==> config.mk <==
export PLATFORM = sky130hd
export DESIGN_NAME = cpu_interlock
export DESIGN_NICKNAME = d
export VERILOG_FILES = /design/src/rtl/cpu_interlock_pkg.sv /design/src/rtl/cpu_scoreboard.sv /design/src/rtl/cpu_interlock.sv
export SDC_FILE = /design/constraint.sdc
export NUM_CORES = 1
export LEC_CHECK = 0
export BUFFER_PORTS_ARGS = -buffer_cell sky130_fd_sc_hd__buf_4
export CAP_MARGIN = 20
export CORE_ASPECT_RATIO = 1.75
export CORE_MARGIN = 2
export CORE_UTILIZATION = 52
export DETAILED_ROUTE_END_ITERATION = 10
export GPL_ROUTABILITY_DRIVEN = 0
export GPL_TIMING_DRIVEN = 1
export PLACE_DENSITY_LB_ADDON = 0.08
export SETUP_SLACK_MARGIN = 0.2
export SLEW_MARGIN = 20
export SYNTH_ARGS = -nofsm -noshare
export SYNTH_HDL_FRONTEND = slang
export SYNTH_SLANG_ARGS = --single-unit
==> constraint.sdc <==
create_clock -name clk_i -period 7.45 [get_ports clk_i]
set_clock_uncertainty 0.2 [all_clocks]
set_input_delay 0 -clock clk_i [delete_from_list [all_inputs] [get_ports clk_i]]
set_output_delay 0 -clock clk_i [all_outputs]
set_load 0.02 [all_outputs]
==> src/rtl/cpu_interlock_pkg.sv <==
// rtl/cpu_interlock_pkg.sv - shared widths, defaults and FSM states for cpu_interlock
package cpu_interlock_pkg;

  // Index width for a table of n entries, never narrower than one bit.
  function automatic int idx_w(input int n);
    return (n < 2) ? 1 : $clog2(n);
  endfunction

  localparam int NREGS_DEF        = 16;
  localparam int IDX_W_DEF        = idx_w(NREGS_DEF);
  localparam int PEND_W_DEF       = 2;
  localparam int FLUSH_CYCLES_DEF = 2;

  typedef enum logic {
    ST_IDLE  = 1'b0,
    ST_FLUSH = 1'b1
  } state_t;

endpackage

==> src/rtl/cpu_scoreboard.sv <==
// rtl/cpu_scoreboard.sv - per-register pending-write counters, load bits and hazard lookup (CPU_INTERLOCK_FWD_EN)
module cpu_scoreboard
  import cpu_interlock_pkg::*;
#(
  parameter int NREGS  = NREGS_DEF,
  parameter int PEND_W = PEND_W_DEF,
  parameter int IW     = IDX_W_DEF
) (
  input  logic          i_clk,
  input  logic          i_rstn,
  input  logic          i_rd_a,
  input  logic [IW-1:0] i_ri_a,
  input  logic          i_rd_b,
  input  logic [IW-1:0] i_ri_b,
  input  logic          i_we,
  input  logic [IW-1:0] i_wi,
  input  logic          i_inc,
  input  logic          i_load,
  input  logic          i_wb_valid,
  input  logic [IW-1:0] i_wb_index,
  output logic          o_hazard,
  output logic          o_overflow,
  output logic          o_busy,
  output logic          o_error
);

  localparam logic [PEND_W-1:0] PEND_MAX = '1;

  logic [PEND_W-1:0] r_pend [NREGS];
  logic [NREGS-1:0]  r_ld;
  logic              r_busy;
  logic              r_error;

  logic [PEND_W-1:0] w_pend_nxt [NREGS];
  logic [NREGS-1:0]  w_ld_nxt;
  logic              w_busy_nxt;
  logic              w_src_a;
  logic              w_src_b;
  logic              w_wb_same;

  // A write already at its cap can still issue when the same register retires this cycle.
  assign w_wb_same  = i_wb_valid && (i_wb_index == i_wi);
  assign o_overflow = i_we && (r_pend[i_wi] == PEND_MAX) && !w_wb_same;

`ifdef CPU_INTERLOCK_FWD_EN
  // ALU results are forwarded; only an outstanding load blocks a reader.
  assign w_src_a = (r_pend[i_ri_a] != '0) && r_ld[i_ri_a];
  assign w_src_b = (r_pend[i_ri_b] != '0) && r_ld[i_ri_b];
`else
  // No forwarding path: any outstanding write blocks a reader.
  assign w_src_a = (r_pend[i_ri_a] != '0);
  assign w_src_b = (r_pend[i_ri_b] != '0);
`endif

  assign o_hazard = (i_rd_a && w_src_a) || (i_rd_b && w_src_b);
  assign o_busy   = r_busy;
  assign o_error  = r_error;

  // Next counter/load-bit values: issue and retire on one index cancel out.
  always_comb begin
    w_busy_nxt = 1'b0;
    w_ld_nxt   = r_ld;
    for (int r = 0; r < NREGS; r++) begin
      w_pend_nxt[r] = r_pend[r];
      if (i_inc && (i_wi == IW'(r)) && !(i_wb_valid && (i_wb_index == IW'(r)))) begin
        w_pend_nxt[r] = r_pend[r] + PEND_W'(1);
      end else if (i_wb_valid && (i_wb_index == IW'(r)) && !(i_inc && (i_wi == IW'(r)))
                   && (r_pend[r] != '0)) begin
        w_pend_nxt[r] = r_pend[r] - PEND_W'(1);
      end
      if (i_inc && i_load && (i_wi == IW'(r))) begin
        w_ld_nxt[r] = 1'b1;
      end else if (w_pend_nxt[r] == '0) begin
        w_ld_nxt[r] = 1'b0;
      end
      w_busy_nxt = w_busy_nxt | (w_pend_nxt[r] != '0);
    end
  end

  // Scoreboard state; a retire against an empty counter latches the sticky error.
  always_ff @(posedge i_clk) begin
    if (!i_rstn) begin
      for (int r = 0; r < NREGS; r++) begin
        r_pend[r] <= '0;
      end
      r_ld    <= '0;
      r_busy  <= 1'b0;
      r_error <= 1'b0;
    end else begin
      for (int r = 0; r < NREGS; r++) begin
        r_pend[r] <= w_pend_nxt[r];
      end
      r_ld    <= w_ld_nxt;
      r_busy  <= w_busy_nxt;
      r_error <= r_error | (i_wb_valid && (r_pend[i_wb_index] == '0));
    end
  end

endmodule

==> src/rtl/cpu_interlock.sv <==
// rtl/cpu_interlock.sv - moxie execute-stage interlock: stall/accept and branch flush FSM (CPU_INTERLOCK_FWD_EN)
module cpu_interlock
  import cpu_interlock_pkg::*;
#(
  parameter int NREGS        = NREGS_DEF,
  parameter int PEND_W       = PEND_W_DEF,
  parameter int FLUSH_CYCLES = FLUSH_CYCLES_DEF
) (
  input  logic                    clk_i,
  input  logic                    rst_i,
  input  logic                    issue_valid_i,
  input  logic                    issue_rdA_i,
  input  logic [idx_w(NREGS)-1:0] issue_riA_i,
  input  logic                    issue_rdB_i,
  input  logic [idx_w(NREGS)-1:0] issue_riB_i,
  input  logic                    issue_we_i,
  input  logic [idx_w(NREGS)-1:0] issue_wi_i,
  input  logic                    issue_load_i,
  input  logic                    wb_valid_i,
  input  logic [idx_w(NREGS)-1:0] wb_index_i,
  input  logic                    branch_flag_i,
  output logic                    issue_accept_o,
  output logic                    stall_o,
  output logic                    flush_o,
  output logic                    busy_o,
  output logic                    error_o
);

  localparam int IW    = idx_w(NREGS);
  localparam int CNT_W = idx_w(FLUSH_CYCLES);
  localparam logic [CNT_W-1:0] FLUSH_LOAD = CNT_W'(FLUSH_CYCLES - 1);

  state_t           r_state;
  state_t           w_state_nxt;
  logic [CNT_W-1:0] r_cnt;
  logic [CNT_W-1:0] w_cnt_nxt;
  logic             w_flush;
  logic             w_hazard;
  logic             w_overflow;

  cpu_scoreboard #(
    .NREGS  (NREGS),
    .PEND_W (PEND_W),
    .IW     (IW)
  ) u_scoreboard (
    .i_clk      (clk_i),
    .i_rstn     (rst_i),
    .i_rd_a     (issue_rdA_i),
    .i_ri_a     (issue_riA_i),
    .i_rd_b     (issue_rdB_i),
    .i_ri_b     (issue_riB_i),
    .i_we       (issue_we_i),
    .i_wi       (issue_wi_i),
    .i_inc      (issue_accept_o && issue_we_i),
    .i_load     (issue_load_i),
    .i_wb_valid (wb_valid_i),
    .i_wb_index (wb_index_i),
    .o_hazard   (w_hazard),
    .o_overflow (w_overflow),
    .o_busy     (busy_o),
    .o_error    (error_o)
  );

  // The stall is purely combinational so decode sees it in the same cycle.
  assign stall_o        = issue_valid_i && (w_hazard || w_overflow || (r_state == ST_FLUSH));
  assign issue_accept_o = issue_valid_i && !stall_o;
  assign flush_o        = w_flush;

  // Flush sequencing: a branch (re)loads the counter; leave once it has drained.
  always_comb begin
    w_state_nxt = r_state;
    w_cnt_nxt   = r_cnt;
    w_flush     = 1'b0;
    case (r_state)
      ST_IDLE: begin
        if (branch_flag_i) begin
          w_state_nxt = ST_FLUSH;
          w_cnt_nxt   = FLUSH_LOAD;
        end
      end
      ST_FLUSH: begin
        w_flush = 1'b1;
        if (branch_flag_i) begin
          w_cnt_nxt = FLUSH_LOAD;
        end else if (r_cnt == '0) begin
          w_state_nxt = ST_IDLE;
        end else begin
          w_cnt_nxt = r_cnt - CNT_W'(1);
        end
      end
      default: begin
        w_state_nxt = ST_IDLE;
        w_cnt_nxt   = '0;
      end
    endcase
  end

  // Flush FSM state and countdown registers.
  always_ff @(posedge clk_i) begin
    if (!rst_i) begin
      r_state <= ST_IDLE;
      r_cnt   <= '0;
    end else begin
      r_state <= w_state_nxt;
      r_cnt   <= w_cnt_nxt;
    end
  end

endmodule
==> results of run 1 <==
what timing repair did:
item,in CTS,in global routing
endpoints found under the hold margin,14,0
hold buffers,3,0
setup buffers,0,0
synth_stat cells, types with 3 or more instances:
master    instances  area, um2
nor4_1            9       56.3
xnor2_1          14        123
nand4_1           8       50.1
and3_1            6       37.5
o211ai_1          8       60.1
o31ai_1           8       60.1
nand3b_1          3       22.5
or2_2             3       18.8
or3_1             6       37.5
a211oi_1          3       22.5
a21oi_1          13       65.1
o311ai_0          5       43.8
dfxtp_1          36        721
inv_1            45        169
xor2_1            3       26.3
and2_1           14       87.6
nor2b_1           7       43.8
nor3_1           11       55.1
o21a_1            3       22.5
and4_1            3       26.3
a31oi_1           5       31.3
a21o_1            5       37.5
nand2_1          31        116
clkbuf_1         13       48.8
ha_1             16        200
mux2_2            3       33.8
nor2_1           78        293
mux4_2           21        473
mux2i_1          11        110
nand3_1          18       90.1
o21ai_0          10       50.1
nand2b_1          8       50.1
routing by layer:
layer / up-vias / global-route usage [%]
met3: 80 / 6.07
met2: 208 / 54.8
met1: 1829 / 35.3
li1: 1775 / -
met4: 0 / 26.4
met5: - / 0
worst reg2reg max path, stage by stage, from the launching register on:
cell and delay, ns:
dfxtp_1 0.38, inv_1 0.13, mux4_2 0.48, mux4_2 0.52, a311oi_2 0.79, nor2_1 0.46
and4_1 0.34, nor3_1 0.25, nand3_1 0.14, nor4_1 0.41, a41oi_1 0.22
kinds of logic after synthesis:
kind of cell             Yosys count
AO/OA/AOI/OAI                     90
XOR/XNOR                          17
adder cells (fa/ha/maj)           16
buffers and inverters             62
flip-flops                        36
AND/OR/NAND/NOR                  214
multiplexers                      35
power by group through the flow:
stage / Combinational [mW] / Sequential, mW / Clock, mW
after floorplan: 0.0935 / 0.215 / 0
after global placement: 0.148 / 0.213 / 0
after detailed placement: 0.150 / 0.213 / 0
after CTS: 0.152 / 0.209 / 0.248
after global routing: 0.166 / 0.210 / 0.256
final: 0.156 / 0.209 / 0.245
state kept, by name, summed over array words and instances (netlist names):
signal	cells
u_scoreboard.r_pend	32
u_scoreboard.o_busy	1
u_scoreboard.o_error	1
r_cnt	1
r_state	1
cells in the final DEF, fill, tap and decap left out, types with 7 or more instances in the layout:
master    synthesis  routed
nor2b_1           7       7
ha_1             16      16
nand3_1          18      18
dfxtp_1          36      36
nand2b_1          8       8
and2_1           14      14
o211ai_1          8       8
mux2i_1          11      11
nor3_1           11      11
nor4_1            9       9
nor2_1           78      78
mux4_2           21      21
nand2_1          31      31
o31ai_1           8       8
o21ai_0          10      10
a21oi_1          13      13
nand4_1           8       8
buf_4             1      28
xnor2_1          14      14
inv_1            45      45
stage by stage:
step,util [%],std cells,hold slack (ns),setup slack (ns)
2_1_floorplan,-,470,-0.0826,4.18
3_3_place_gp,57.1,565,0.0148,3.12
3_5_place_dp,57.1,565,0.0213,3.10
4_1_cts,59.9,576,0.0861,3.09
5_1_grt,59.9,576,0.117,2.77
6_report,59.9,576,0.105,2.96
final cells by class:
cell class              instances  area share, %
multi-input cells             372           65.9
flip-flops and latches         36           17.5
repair buffers                 31           5.85
inverters                      45           4.11
clock buffers                   6           3.14
well taps                      84           2.56
clock inverters                 2          0.853
worst min-delay path by stage:
| stage | endpoint | depth (start not counted) |
|---|---|---|
| after detailed placement | r_state | 3 |
| after global placement | r_state | 3 |
| after global routing | u_scoreboard.r_pend[1][1] | 5 |
| after CTS | u_scoreboard.r_pend[1][1] | 5 |
| final | u_scoreboard.r_pend[1][1] | 5 |
| after floorplan | r_cnt | 2 |
==> impl_metrics.csv, run 1 <==
group,metric,value,unit
global_route,grt_max_degree,25,
power,power.leakage,1.43,nW
setup_path,worst-path-buf-inv,1,
yosys,yosys_most_used_dff,"dfxtp_1",
sta,post-route-period-util,60.3,%
power,switching_share,31.1,%
yosys,synth_edf_count,0,
power,power_density,149,nW/um2
sta,slew_viol_final,0,
yosys,synth-seq-area-share,19.6,%
sta,tightest_slew,1.12,ns
yosys,synth_warnings,0,
power,p_int,420,uW
finish,fillers,641,
global_route,grt_overflow,0,
setup_path,cp_max_fo,12,
clocking,clock-sinks,36,
job,max_cap_violations,0,
finish,area.sequential,721,um2
power,p_switching,190,uW
floorplanning,core_area,6860,um2
yosys,synthesis.nets,511,
place,portBuffers,28,
yosys,yosys_register_bits,36,
clocking,cts.htree.levels,2,
setup_path,r2r_start,"u_scoreboard.r_pend[12][0]",
power,combPwrFrac,25.6,%
route,wl_met2,5930,um
setup_path,reg2reg_depth,10,
sta,setup_viol,0,
route,drc,0,
route,highest_layer,"met4",
hold_path,min-delay-start,"wb_index_i[3]",
setup_path,critPathMaxStageDelay,0.79,ns
setup_path,timing.critical_path.to,"u_scoreboard.o_busy",
clocking,clk-insertion-delay-late,0.29,ns
sta,fin_crit,4.49,ns
hold_path,hold_path.class,"input pin to register",
global_route,grt_util_all_layers,33.0,%
sta,rsz0062_at_grt,"false",
yosys,synth_cell_type_count,64,
sta,fmax,223,MHz
clocking,clock_path_buffers,2,
setup_path,crit_family,"simple AND/OR/NAND/NOR gates",
clocking,root_buffer,"clkbuf_16",
yosys,synth-adder-area-share,5.45,%
route,routed_wl,12200,um
setup_path,rr_endpoint,"u_scoreboard.o_busy",
route,routedWlPerCell,21.2,um
route,drt.antenna.violating_nets,0,
finish,area_growth,11.8,%
power,clkPwrFrac,40.1,%
yosys,syn-mean-instance-area,7.82,um2
floorplanning,io_pins,30,
yosys,synth_mux_area_share,16.8,%
floorplanning,die_x,67.5,um
setup_path,worst-path-stages,10,
place,dp_hpwl,9440,um
clocking,post_cts_resized,0,
finish,antenna_cells,0,
floorplanning,die_y,115,um
floorplanning,dieArea,7780,um2
yosys,netlist_instances,470,
setup_path,crit_chain,"inv_1, mux4_2, mux4_2, a311oi_2, nor2_1, and4_1, nor3_1, nand3_1, nor4_1, a41oi_1",
finish,nets,532,
global_route,grt_antenna_before_repair,0,
yosys,synthXorXnorAreaFrac,4.05,%
setup_path,crit_path_start_kind,"register",
setup_path,setup.worst_path.start,"u_scoreboard.r_pend[12][0]",
clocking,cts_tree,"built",
setup_path,crit_top_cell,"mux4_2",
run_status,status,"finished, final reports clean",
route,firstDrtPassIters,5,
clocking,cts.clk_slew.worst_paths,0.06,ns
global_route,grt_pass1_wl,18700,um
global_route,first_global_vias,3669,
setup_path,crit_required,7.36,ns
finish,drive_gt1_share,14.0,%
route,avgViaCountPerCell,6.76,
route,drtIter0Drc,346,
setup_path,r2r_slack,2.96,ns
setup_path,cp_slowest_cell,"a311oi_2",
route,met3RoutedLength,855,um
yosys,syn_area,3670,um2
power,p_total,610,uW
place,place_area,3910,um2
yosys,yosys.area_share.simple,29.2,%
yosys,synth_top_family_by_area,"simple AND/OR/NAND/NOR gates",
setup_path,end_kind,"register",
sta,tns,0,ns
setup_path,worstSetupPathType,"register to register",
setup_path,worstPathArrival,4.40,ns
yosys,synth-compound-area-share,18.3,%
yosys,synth-async-reset-ratio,0,%
finish,multi_input_area,2710,um2
finish,stdcell_area,4110,um2
sta,hold_viol,0,
route,wl_met1,4320,um
sta,slew_headroom,24.7,%
power,seqPwrFrac,34.2,%
route,vias,3892,
power,vdd_drop_max,151,uV
clocking,cts_made_buffers,5,
floorplanning,rows,40,
floorplanning,start_util,53.6,%
No activity file was read; power rests on OpenSTA's default activity.
==> run 2, diff against run 1 <==
Clock period 7.45 ns to 4 ns, I/O delays scaled along.
==> impl_metrics.csv, run 2 (synthesis results as in run 1) <==
group,metric,value,unit
clocking,cts_tree,"built",
clocking,cts.clk_slew.worst_paths,0.06,ns
clocking,root_buffer,"clkbuf_16",
floorplanning,start_util,53.6,%
clocking,cts.htree.levels,2,
hold_path,min-delay-start,"wb_index_i[3]",
power,power.leakage,1.56,nW
route,drt.antenna.violating_nets,0,
global_route,grt_overflow,0,
setup_path,worstSetupPathType,"register to register",
finish,antenna_cells,0,
place,place_area,4000,um2
setup_path,r2r_start,"u_scoreboard.r_pend[11][1]",
floorplanning,die_x,67.5,um
sta,post-route-period-util,95.1,%
sta,fmax,263,MHz
setup_path,crit_required,3.92,ns
setup_path,reg2reg_depth,10,
route,firstDrtPassIters,5,
job,max_cap_violations,0,
finish,fin_util,63.8,%
sta,tns,0,ns
floorplanning,die_y,115,um
sta,hold_viol,0,
route,routedWlPerCell,20.8,um
setup_path,rr_endpoint,"u_scoreboard.o_busy",
floorplanning,io_pins,30,
place,portBuffers,28,
floorplanning,dieArea,7780,um2
route,avgViaCountPerCell,6.52,
sta,tightest_slew,1.01,ns
clocking,clk-insertion-delay-late,0.29,ns
hold_path,min_to,"u_scoreboard.r_pend[1][1]",
setup_path,worstPathArrival,3.73,ns
global_route,grt_max_degree,25,
finish,layout_common_cells,"nor2_1 (77), buf_4 (48), inv_1 (35)",
sta,fin_crit,3.81,ns
clocking,cts_made_buffers,5,
power,vdd_drop_max,246,uV
clocking,clock_path_buffers,2,
route,vias,3893,
route,drtIter0Drc,331,
sta,setup_viol,0,
route,drc,0,
hold_path,hold_path.class,"input pin to register",
finish,nets,553,
run_status,status,"finished, final reports clean",
global_route,grt_pass1_wl,18800,um
finish,top_register,"u_scoreboard.r_pend",
power,power_density,254,nW/um2
setup_path,crit_path_start_kind,"register",
global_route,first_global_vias,3776,
setup_path,end_kind,"register",
sta,slew_viol_final,0,
sta,hold_ws,0.0624,ns
power,p_total,1.11,mW
setup_path,cp_max_fo,7,
global_route,grt_antenna_before_repair,0,
place,dp_hpwl,9810,um
finish,largest_reg_flops,32,
global_route,grt_util_all_layers,33.2,%
floorplanning,rows,40,
route,routed_wl,12400,um
setup_path,r2r_slack,0.19,ns
finish,layout_commonest_cell,"nor2_1",
finish,stdcell_area,4380,um2
hold_path,min_path_cells,5,
finish,area_growth,19.1,%
finish,drive_gt1_share,25.7,%
sta,rsz0062_at_grt,"true",
floorplanning,core_area,6860,um2
clocking,clock-sinks,36,
sta,slew_headroom,32.7,%
## run 2: changes by cell type in the layout (fill, tap and decap cells not counted), moves of 5 or more
cell     change
dfxtp_4      +5
dfxtp_1     -20
dfxtp_2     +15
inv_1       -10
inv_2        +9
buf_4       +20
## run 2: area by class of cell
cell class | count | area [um2]
Clock buffer | 6 | 139
Fill cell | 624 | 2480
Timing Repair Buffer | 52 | 402
Multi-Input combinational cell | 372 | 2790
Clock inverter | 2 | 13.8
Tap cell | 84 | 105
Sequential cell | 36 | 758
Inverter | 45 | 171
## run 2: how the worst max path moves through the flow
| stage | startpoint | slack, ns | cells past startpoint | endpoint |
|---|---|---|---|---|
| floorplan | u_scoreboard.r_pend[9][0] | 0.73 | 10 | u_scoreboard.o_busy |
| global placement | u_scoreboard.r_pend[9][0] | 0.20 | 10 | u_scoreboard.o_busy |
| detailed placement | u_scoreboard.r_pend[9][0] | 0.12 | 10 | u_scoreboard.o_busy |
| CTS | u_scoreboard.r_pend[9][0] | 0.21 | 10 | u_scoreboard.o_busy |
| global route | u_scoreboard.r_pend[11][1] | 0.12 | 10 | u_scoreboard.o_busy |
| finish | u_scoreboard.r_pend[11][1] | 0.19 | 10 | u_scoreboard.o_busy |
## run 2: where the power goes
| part | internal, mW | switching, mW | leakage [nW] |
|---|---|---|---|
| Sequential | 0.373 | 0.0144 | 0.303 |
| Clock | 0.249 | 0.166 | 0.0772 |
| Combinational | 0.129 | 0.179 | 1.18 |
| Total | 0.750 | 0.359 | 1.56 |
## run 2: timing repair
item,CTS,global route
gates resized for setup,2,50
endpoints found under the setup margin,1,1
endpoints found under the hold margin,14,0
buffers inserted,1,9
hold buffers,3,0
pin swaps,0,7
## run 2: routing by layer
layer  track usage, %  wire length, um  vias to the layer above
met3             5.28              795                       64
met2             55.0             6190                      185
met5                0                0                        -
met4             27.8             1100                        0
met1             35.6             4360                     1833
li1                 -                -                     1811
## run 2: metrics by stage
stage          worst slack [ns]  instances
4_1_cts                   0.205        588
5_1_grt                   0.123        597
3_5_place_dp              0.125        576
6_report                  0.195        597
2_1_floorplan             0.725        470
3_3_place_gp              0.203        576
## run 2: critical path: stages (launching register included)
cell     delay (ns)
dfxtp_1        0.42
nor2_1         0.12
mux4_2         0.47
mux4_2         0.57
nor2_2         0.37
nor4_4         0.12
mux2i_1        0.15
xnor2_1        0.16
or4_4          0.55
nor4_4         0.35
a41oi_2        0.14
